--- src/rtl/fifo_pkg.sv ---
// Shared constants and helpers for the generic single-clock FIFO family.
package fifo_pkg;

  localparam int DEF_DATA_WIDTH = 8;
  localparam int DEF_DEPTH      = 16;

  // Bit positions inside err_sticky.
  localparam int ERR_OVF = 1;
  localparam int ERR_UDF = 0;

  // Occupancy counter must represent 0..depth inclusive.
  function automatic int level_width(input int depth);
    return $clog2(depth + 1);
  endfunction

  function automatic int ptr_width(input int depth);
    return (depth <= 2) ? 1 : $clog2(depth);
  endfunction

endpackage

--- src/rtl/fifo_ram.sv ---
// Simple dual-port storage: synchronous write, asynchronous read.
module fifo_ram #(
  parameter int DATA_WIDTH = 8,
  parameter int DEPTH      = 16,
  parameter int AW         = 4
) (
  input  logic                  clk,
  input  logic                  we,
  input  logic [AW-1:0]         waddr,
  input  logic [DATA_WIDTH-1:0] wdata,
  input  logic [AW-1:0]         raddr,
  output logic [DATA_WIDTH-1:0] rdata
);

  logic [DATA_WIDTH-1:0] mem [DEPTH];

  // NOTE: storage is deliberately not reset; the pointers define which entries are live.
  always_ff @(posedge clk) begin
    if (we) mem[waddr] <= wdata;
  end

  assign rdata = mem[raddr];

endmodule

--- src/rtl/sync_fifo_gen2.sv ---
// Parametrised single-clock FIFO with optional first-word-fall-through,
// programmable almost flags, flush and sticky error reporting.
module sync_fifo_gen2
  import fifo_pkg::*;
#(
  parameter int DATA_WIDTH = DEF_DATA_WIDTH,
  parameter int DEPTH      = DEF_DEPTH,
  parameter int AF_LEVEL   = 14,
  parameter int AE_LEVEL   = 2,
  parameter int FWFT       = 0
) (
  input  logic                          clk,
  input  logic                          rst_n,
  input  logic                          flush,
  input  logic                          wr_en,
  input  logic [DATA_WIDTH-1:0]         wr_data,
  input  logic                          rd_en,
  output logic [DATA_WIDTH-1:0]         rd_data,
  output logic                          rd_valid,
  output logic                          full,
  output logic                          empty,
  output logic                          almost_full,
  output logic                          almost_empty,
  output logic [level_width(DEPTH)-1:0] level,
  output logic                          overflow,
  output logic                          underflow,
  output logic [1:0]                    err_sticky,
  input  logic                          err_clr
);

  localparam int LW = level_width(DEPTH);
  localparam int PW = ptr_width(DEPTH);

  if (DEPTH < 2) begin : g_bad_depth
    $error("sync_fifo_gen2: DEPTH must be >= 2");
  end
  if (AF_LEVEL < 1 || AF_LEVEL > DEPTH) begin : g_bad_af
    $error("sync_fifo_gen2: AF_LEVEL must be in 1..DEPTH");
  end
  if (AE_LEVEL < 0 || AE_LEVEL > DEPTH - 1) begin : g_bad_ae
    $error("sync_fifo_gen2: AE_LEVEL must be in 0..DEPTH-1");
  end

  logic [PW-1:0]         wptr, rptr;
  logic [LW-1:0]         level_q, level_d;
  logic                  wr_acc, rd_acc, ovf_evt, udf_evt;
  logic [DATA_WIDTH-1:0] ram_rdata;

  assign full         = (level_q == LW'(DEPTH));
  assign empty        = (level_q == '0);
  assign almost_full  = (level_q >= LW'(AF_LEVEL));
  assign almost_empty = (level_q <= LW'(AE_LEVEL));
  assign level        = level_q;

  // Flush suppresses both transfers and error events for its cycle.
  assign wr_acc  = wr_en && !full  && !flush;
  assign rd_acc  = rd_en && !empty && !flush;
  assign ovf_evt = wr_en && full  && !flush;
  assign udf_evt = rd_en && empty && !flush;

  fifo_ram #(
    .DATA_WIDTH (DATA_WIDTH),
    .DEPTH      (DEPTH),
    .AW         (PW)
  ) u_ram (
    .clk   (clk),
    .we    (wr_acc),
    .waddr (wptr),
    .wdata (wr_data),
    .raddr (rptr),
    .rdata (ram_rdata)
  );

  // NOTE: every always_comb output gets a default first so no path can infer a latch.
  always_comb begin
    level_d = level_q;
    case ({wr_acc, rd_acc})
      2'b10:   level_d = level_q + 1'b1;
      2'b01:   level_d = level_q - 1'b1;
      default: level_d = level_q;
    endcase
  end

  // NOTE: sequential state uses non-blocking assignments so all registers update together.
  always_ff @(posedge clk or negedge rst_n) begin
    if (!rst_n) begin
      wptr    <= '0;
      rptr    <= '0;
      level_q <= '0;
    end else if (flush) begin
      wptr    <= '0;
      rptr    <= '0;
      level_q <= '0;
    end else begin
      if (wr_acc) wptr <= (wptr == PW'(DEPTH - 1)) ? '0 : wptr + 1'b1;
      if (rd_acc) rptr <= (rptr == PW'(DEPTH - 1)) ? '0 : rptr + 1'b1;
      level_q <= level_d;
    end
  end

  // A new error event outranks err_clr in the same cycle.
  always_ff @(posedge clk or negedge rst_n) begin
    if (!rst_n) begin
      overflow   <= 1'b0;
      underflow  <= 1'b0;
      err_sticky <= '0;
    end else begin
      overflow            <= ovf_evt;
      underflow           <= udf_evt;
      err_sticky[ERR_OVF] <= (err_sticky[ERR_OVF] && !err_clr) || ovf_evt;
      err_sticky[ERR_UDF] <= (err_sticky[ERR_UDF] && !err_clr) || udf_evt;
    end
  end

  if (FWFT != 0) begin : g_fwft
    assign rd_data  = empty ? '0 : ram_rdata;
    assign rd_valid = !empty;
  end else begin : g_reg_read
    always_ff @(posedge clk or negedge rst_n) begin
      if (!rst_n) begin
        rd_data  <= '0;
        rd_valid <= 1'b0;
      end else begin
        rd_valid <= rd_acc;
        if (rd_acc) rd_data <= ram_rdata;
      end
    end
  end

endmodule

--- config.mk ---
export PLATFORM = sky130hd
export DESIGN_NAME = sync_fifo_gen2
export DESIGN_NICKNAME = d
export VERILOG_FILES = /design/src/rtl/fifo_pkg.sv /design/src/rtl/fifo_ram.sv /design/src/rtl/sync_fifo_gen2.sv
export SDC_FILE = /design/constraint.sdc
export NUM_CORES = 1
export LEC_CHECK = 0
export CAP_MARGIN = 5
export CELL_PAD_IN_SITES_DETAIL_PLACEMENT = 0
export CELL_PAD_IN_SITES_GLOBAL_PLACEMENT = 1
export CORE_ASPECT_RATIO = 0.7
export CORE_UTILIZATION = 45
export DETAILED_ROUTE_END_ITERATION = 6
export MAX_ROUTING_LAYER = met4
export PLACE_DENSITY_LB_ADDON = 0.08
export SETUP_SLACK_MARGIN = 0.05
export SYNTH_ARGS = -nofsm -noshare
export SYNTH_HDL_FRONTEND = slang
export SYNTH_SLANG_ARGS = --single-unit
--- constraint.sdc ---
create_clock -name clk -period 4.2 [get_ports clk]
set_input_delay 0.84 -clock clk [delete_from_list [all_inputs] [get_ports clk]]
set_output_delay 0.84 -clock clk [all_outputs]
set_load 0.02 [all_outputs]
======== After elaboration in Yosys (flattened, before gate mapping) ========
Memories as Yosys holds them, arrays and structs flattened. A register that Yosys moved wholly into a read port is not among the register bits.
Cells that the tools add are included.
W data, S select, Z words.
word-level totals
  bits in registers ....................... 18
  bits in latches ......................... 0
  memory bits (writable) .................. 128
  ROM bits ................................ 0
  bits of input ports ..................... 14
  output and inout bits ................... 22
  memories kept ........................... 1
memories
  memory     words  width  rd ports  clocked after memory_dff  write ports  line            RTL
  u_ram.mem  16     8      1         1                         1            fifo_ram.sv:15  logic [DATA_WIDTH-1:0] mem [DEPTH];
cells by class
  add/sub/neg operators ................... 4
  multipliers ............................. 0
  divide/modulo/power cells ............... 0
  $lt $le $gt $ge ......................... 2
  equality and inequality tests ........... 5
  shift-type cells ........................ 0
  mux-type cells .......................... 10
  bitwise operators ....................... 0
  reductions and logical operators ........ 21
operators with widths
  operator               number
  $mux W4                6
  $logic_and A1 B1 Y1    10
  $pmux W5 S2            1
  $add A4 B1 Y4 const B  2
  $eq A4 B4 Y1 const B   2
  $add A5 B1 Y5 const B  1
  $eq A5 B5 Y1 const B   1
  $ge A5 B4 Y1 const B   1
  $le A5 B2 Y1 const B   1
  $logic_not A1 Y1       5
  $logic_not A5 Y1       1
  $mux W5                1
  $sub A5 B1 Y5 const B  1
  $reduce_bool A2 Y1     2
  $reduce_bool A3 Y1     1
  $eq A2 B1 Y1 const B   1
  $eq A2 B2 Y1 const B   1
  $logic_or A1 B1 Y1     2
  $mux W1                2

======== Logic depth before layout (Yosys ltp) ========
  depth in word-level cells ............... 7
  mapped depth ............................ 10
  mapped depth without buffers ............ 9

======== Hierarchy ========
From an unflattened synthesis, not the netlist that was laid out.
second synthesis, totals
  cells, all modules ...................... 354
  area total of the unflattened synthesis .. 6,397.4 µm²
by module, submodules not included
  module          instances  cells an instance  area an instance (µm²)
  fifo_ram        1          221                4,987.3
  sync_fifo_gen2  1          133                1,410.1

======== Worst setup path after synthesis ========
OpenSTA, ideal clock, no wires.
  kind .................................... input-to-reg
  start point ............................. in flush
  end point ............................... reg level_q[4] (netlist: level[4])
  data arrival time ....................... 2.802 ns
  required time ........................... 4.074 ns
  slack ................................... 1.272 ns
  stages on the path ...................... 9
  cells stage by stage .................... buf_4 > or3b_4 > mux2i_2 > xor2_1 > ha_1 > or3_1 > a21oi_1 > mux2i_1 > a221o_1
on the way
  longest elaborated chain between the ends .. 5
  elaborated cells between the ends (all ways) .. 8
  those cells by class .................... eq/ne: 2; mux: 2; reduce/logical: 4
ends and longest elaborated chain
  element                                       line                                        RTL
  start, declared                               sync_fifo_gen2.sv:14                        input logic flush,
  $logic_not A1 Y1                              sync_fifo_gen2.sv:56, sync_fifo_gen2.sv:57
  $logic_and A1 B1 Y1 (on tied branches)        sync_fifo_gen2.sv:57, sync_fifo_gen2.sv:56
  $eq A2 B1 Y1 or $eq A2 B2 Y1 (tied branches)  sync_fifo_gen2.sv:77                        case ({wr_acc, rd_acc})
  $pmux W5 S2                                   sync_fifo_gen2.sv:77
  $mux W5                                       sync_fifo_gen2.sv:90                        end else if (flush) begin
  end signal, assigned                          sync_fifo_gen2.sv:97                        level_q <= level_d;
  end, declared                                 sync_fifo_gen2.sv:45                        logic [LW-1:0] level_q, level_d;
Several ways; a longest one is shown, not always the timed one.
A chain may end at the register's enable or synchronous reset.

======== Worst setup path in the final report ========
  start point ............................. in rd_en
  end point ............................... reg level_q[4] (netlist: level[4])
on the way
  longest elaborated chain between the ends .. 5
  elaborated cells between the ends (all ways) .. 7
  those cells by class .................... eq/ne: 2; mux: 2; reduce/logical: 3
ends and longest elaborated chain
  element                                       line                  RTL
  start, declared                               sync_fifo_gen2.sv:17  input logic rd_en,
  $logic_and A1 B1 Y1 * (2 in a row)            sync_fifo_gen2.sv:57  assign rd_acc = rd_en && !empty && !flush;
  $eq A2 B1 Y1 or $eq A2 B2 Y1 (tied branches)  sync_fifo_gen2.sv:77
  $pmux W5 S2                                   sync_fifo_gen2.sv:77
  $mux W5                                       sync_fifo_gen2.sv:90
Mark *: on every way between the ends. The rest lies on a longest branch, timed or not.

==> flow_summary_export.csv <==
group,metric,value,unit
grt,antenna_found_initial,0,
grt,grt_pass1_vias,3259,
critical_path,crit_fanout,7,
critical_path,path_cells,"clkdlybuf4s50_1 > or3b_4 > mux2i_2 > xor2_1 > ha_1 > or3_1 > a21oi_1 > mux2i_1 > a221o_1",
synth,yosysWarnings,0,
synth,async_reset_ff_share,16.9,%
sta,finClkSkew,7.34,ps
synth,synth_ff_type,"edfxtp_1",
sta,max_freq,317,MHz
finish,nets,429,
power_and_ir_drop,power_density,588,mW/mm2
synth,synth.area.top_cells,"edfxtp_1 (61%), mux4_2 (11%), dfrtp_1 (10%)",
synth,synth_nets,370,
route,drc_errors,0,
synth,yosysSeqAreaShare,71.4,%
place,port_buffers,35,
clock_tree,clock_sinks,154,
place,dp_cells,574,
min_path,hold_path_class,"reg2reg",
finish,drive_gt1_share,22.6,%
route,detail-route-antenna-nets,0,
grt,overflow,0,
place,hpwl,8460,um
critical_path,crit_end,"level[4]",
floorplanning,placementRows,35,
synth,synth.avg_cell_area,18.0,um2
synth,yosysMostFrequentCell,"edfxtp_1",
synth,netlist_instances,349,
synth,syn_area,0.00629,mm2
place,dpl_cell_area,0.00696,mm2
synth,synth_commonest_cells,"edfxtp_1 (128), nor2_1 (34), mux4_2 (32), dfrtp_1 (26), mux2i_1 (19)",
floorplanning,die-width,143,um
synth,ys_ff_latch,154,
sta,rsz0062_at_grt,"false",
synth,yosysUniqueCellTypes,44,
critical_path,end_kind,"register",
critical_path,max_stage_delay,610,ps
synth,synth_top_area_share,61.1,%
critical_path,cp-start-kind,"input port",
critical_path,reg2reg_to,"level[4]",
clock_tree,tritoncts,"built",
floorplanning,dieHeight,101,um
power_and_ir_drop,vdd_ir_drop_max,0.305,mV
route,vias,3308,
status,run_status,"finished, final reports clean",
route,routed_via_density,5.46,
synth,synth_edf_count,128,
critical_path,r2r_start,"level[1]",
synth,yosys.area.top_type,"edfxtp_1",
finish,n_antenna_cell,0,
finish,layoutNonFillerInstCount,606,
floorplanning,die_area,0.0145,mm2
critical_path,cp.arrival,3450,ps
clock_tree,ctsHoldBuffers,0,
sta,min_period_over_period,75.0,%
route,wl,13000,um
clock_tree,post_cts_buffers,0,
place,gp_congestion,0.722,
route,wire_per_inst,21.5,um
route,drt_iter0_markers,236,
grt,grt_max_degree,36,
floorplanning,pin_count,36,
critical_path,cp_slowest_cell,"clkdlybuf4s50_1",
floorplanning,start_util,47.0,%
critical_path,rrSetupSlack,1450,ps
grt,grt_pass1_wl,19900,um
critical_path,cp-startpoint,"rd_en",
critical_path,critical_path_class,"in2reg",
finish,postLayoutCoreUtil,56.5,%
critical_path,critPathRequiredTime,4500,ps
route,firstDrtPassIters,5,
run,drv_cap,0,
sta,setup_tns,0,ps
clock_tree,ctsResizeCount,0,
floorplanning,coreArea,0.0134,mm2
sta,setup_viol_count_final,0,
finish,final_cell_area,0.00757,mm2
sta,max_slew.worst_pin.slew,991,ps
clock_tree,cts_made_buffers,17,
finish,synthToLayoutAreaGrowth,20.2,%
sta,slew_viol_final,0,
sta,final_hold_viol_count,0,
power_and_ir_drop,p_leak,2.68,nW
sta,post-route-min-period,3150,ps
grt,grt_usage,20.7,%
clock_tree,clkTransAtPathRegs,60,ps
critical_path,r2r_cells,8,
power_and_ir_drop,total_power,4.45,mW
sta,max-slew-margin-rel,33.8,%
clock_tree,root_buffer,"clkbuf_16",
clock_tree,clockBufferDepth,2,
clock_tree,worstSkewPairLatency,420,ps
clock_tree,cts_max_level,4,
==> report_power, final <==
part           switching [mW]  total, mW  internal [mW]
Combinational           0.455      0.958          0.503
Clock                   0.583       1.57          0.991
Sequential              0.171       1.92           1.75
==> cell families after synthesis <==
logic type	synth area share [%]
xor gates and xnor gates	0.696
AOI/OAI and AO/OA	3.94
DFF	71.4
and+or+nand+nor	5.88
adders and majority gates	1.39
buffers and inverters	1.83
muxes	14.9
==> registers in the layout, summed over array words and instances, names as in the netlist <==
name        flops
overflow        1
rptr            4
level           5
u_ram.mem     128
underflow       1
wptr            4
err_sticky      2
rd_valid        1
rd_data         8
==> worst max-delay path: cells and delay by family <==
| kind | cells | cell delay (ps) |
|---|---|---|
| AO/OA/AOI/OAI | 2 | 450 |
| XOR/XNOR | 1 | 120 |
| adder cells (fa/ha/maj) | 1 | 240 |
| buffers and inverters | 1 | 610 |
| multiplexers | 2 | 430 |
| AND/OR/NAND/NOR | 2 | 750 |
==> stage by stage <==
step | hold WS [ps] | worst slack, ps
after global routing | 505 | 838
after CTS | 483 | 1070
after detailed placement | 469 | 647
after global placement | 457 | 674
after floorplan | 514 | 1270
final | 474 | 1050
==> per-layer routing <==
layer	global-route usage, %	share of wire (%)	routed length (um)	vias up
li1	-	-	-	1500
met1	30.6	51	6580	1701
met4	8.18	1.6	208	0
met5	-	0	0	-
met2	27.9	44	5680	86
met3	4.28	4.2	551	21
==> worst min-delay path by stage <==
| stage | startpoint | end | cells past startpoint |
|---|---|---|---|
| global route | err_sticky[1] | err_sticky[1] | 1 |
| CTS | err_sticky[1] | err_sticky[1] | 1 |
| floorplan | rptr[3] | rptr[3] | 3 |
| detailed placement | err_sticky[1] | err_sticky[1] | 1 |
| global placement | err_sticky[1] | err_sticky[1] | 1 |
| finish | err_sticky[1] | err_sticky[1] | 1 |
==> cells in the final DEF, fill, tap and decap left out, types with 6 or more instances in the layout <==
| cell type | netlist | routed |
|---|---|---|
| edfxtp_1 | 128 | 128 |
| clkdlybuf4s50_1 | 0 | 35 |
| nor2_1 | 34 | 34 |
| mux4_2 | 32 | 32 |
| dfrtp_1 | 26 | 24 |
| buf_4 | 2 | 23 |
| mux2i_1 | 19 | 19 |
| clkbuf_16 | 0 | 17 |
| nand2_1 | 13 | 13 |
| a221oi_1 | 8 | 8 |
| ha_1 | 7 | 7 |
| nor3_1 | 6 | 6 |
==> area by class of cell <==
class                           count  area, um2
Clock inverter                     12        174
Multi-Input combinational cell    172       1690
Clock buffer                       20        437
Sequential cell                   154       4500
Timing Repair Buffer               58        523
Inverter                            5       18.8
Fill cell                        1056       5830
Tap cell                          185        231
Power figures use the tool's default switching activity.
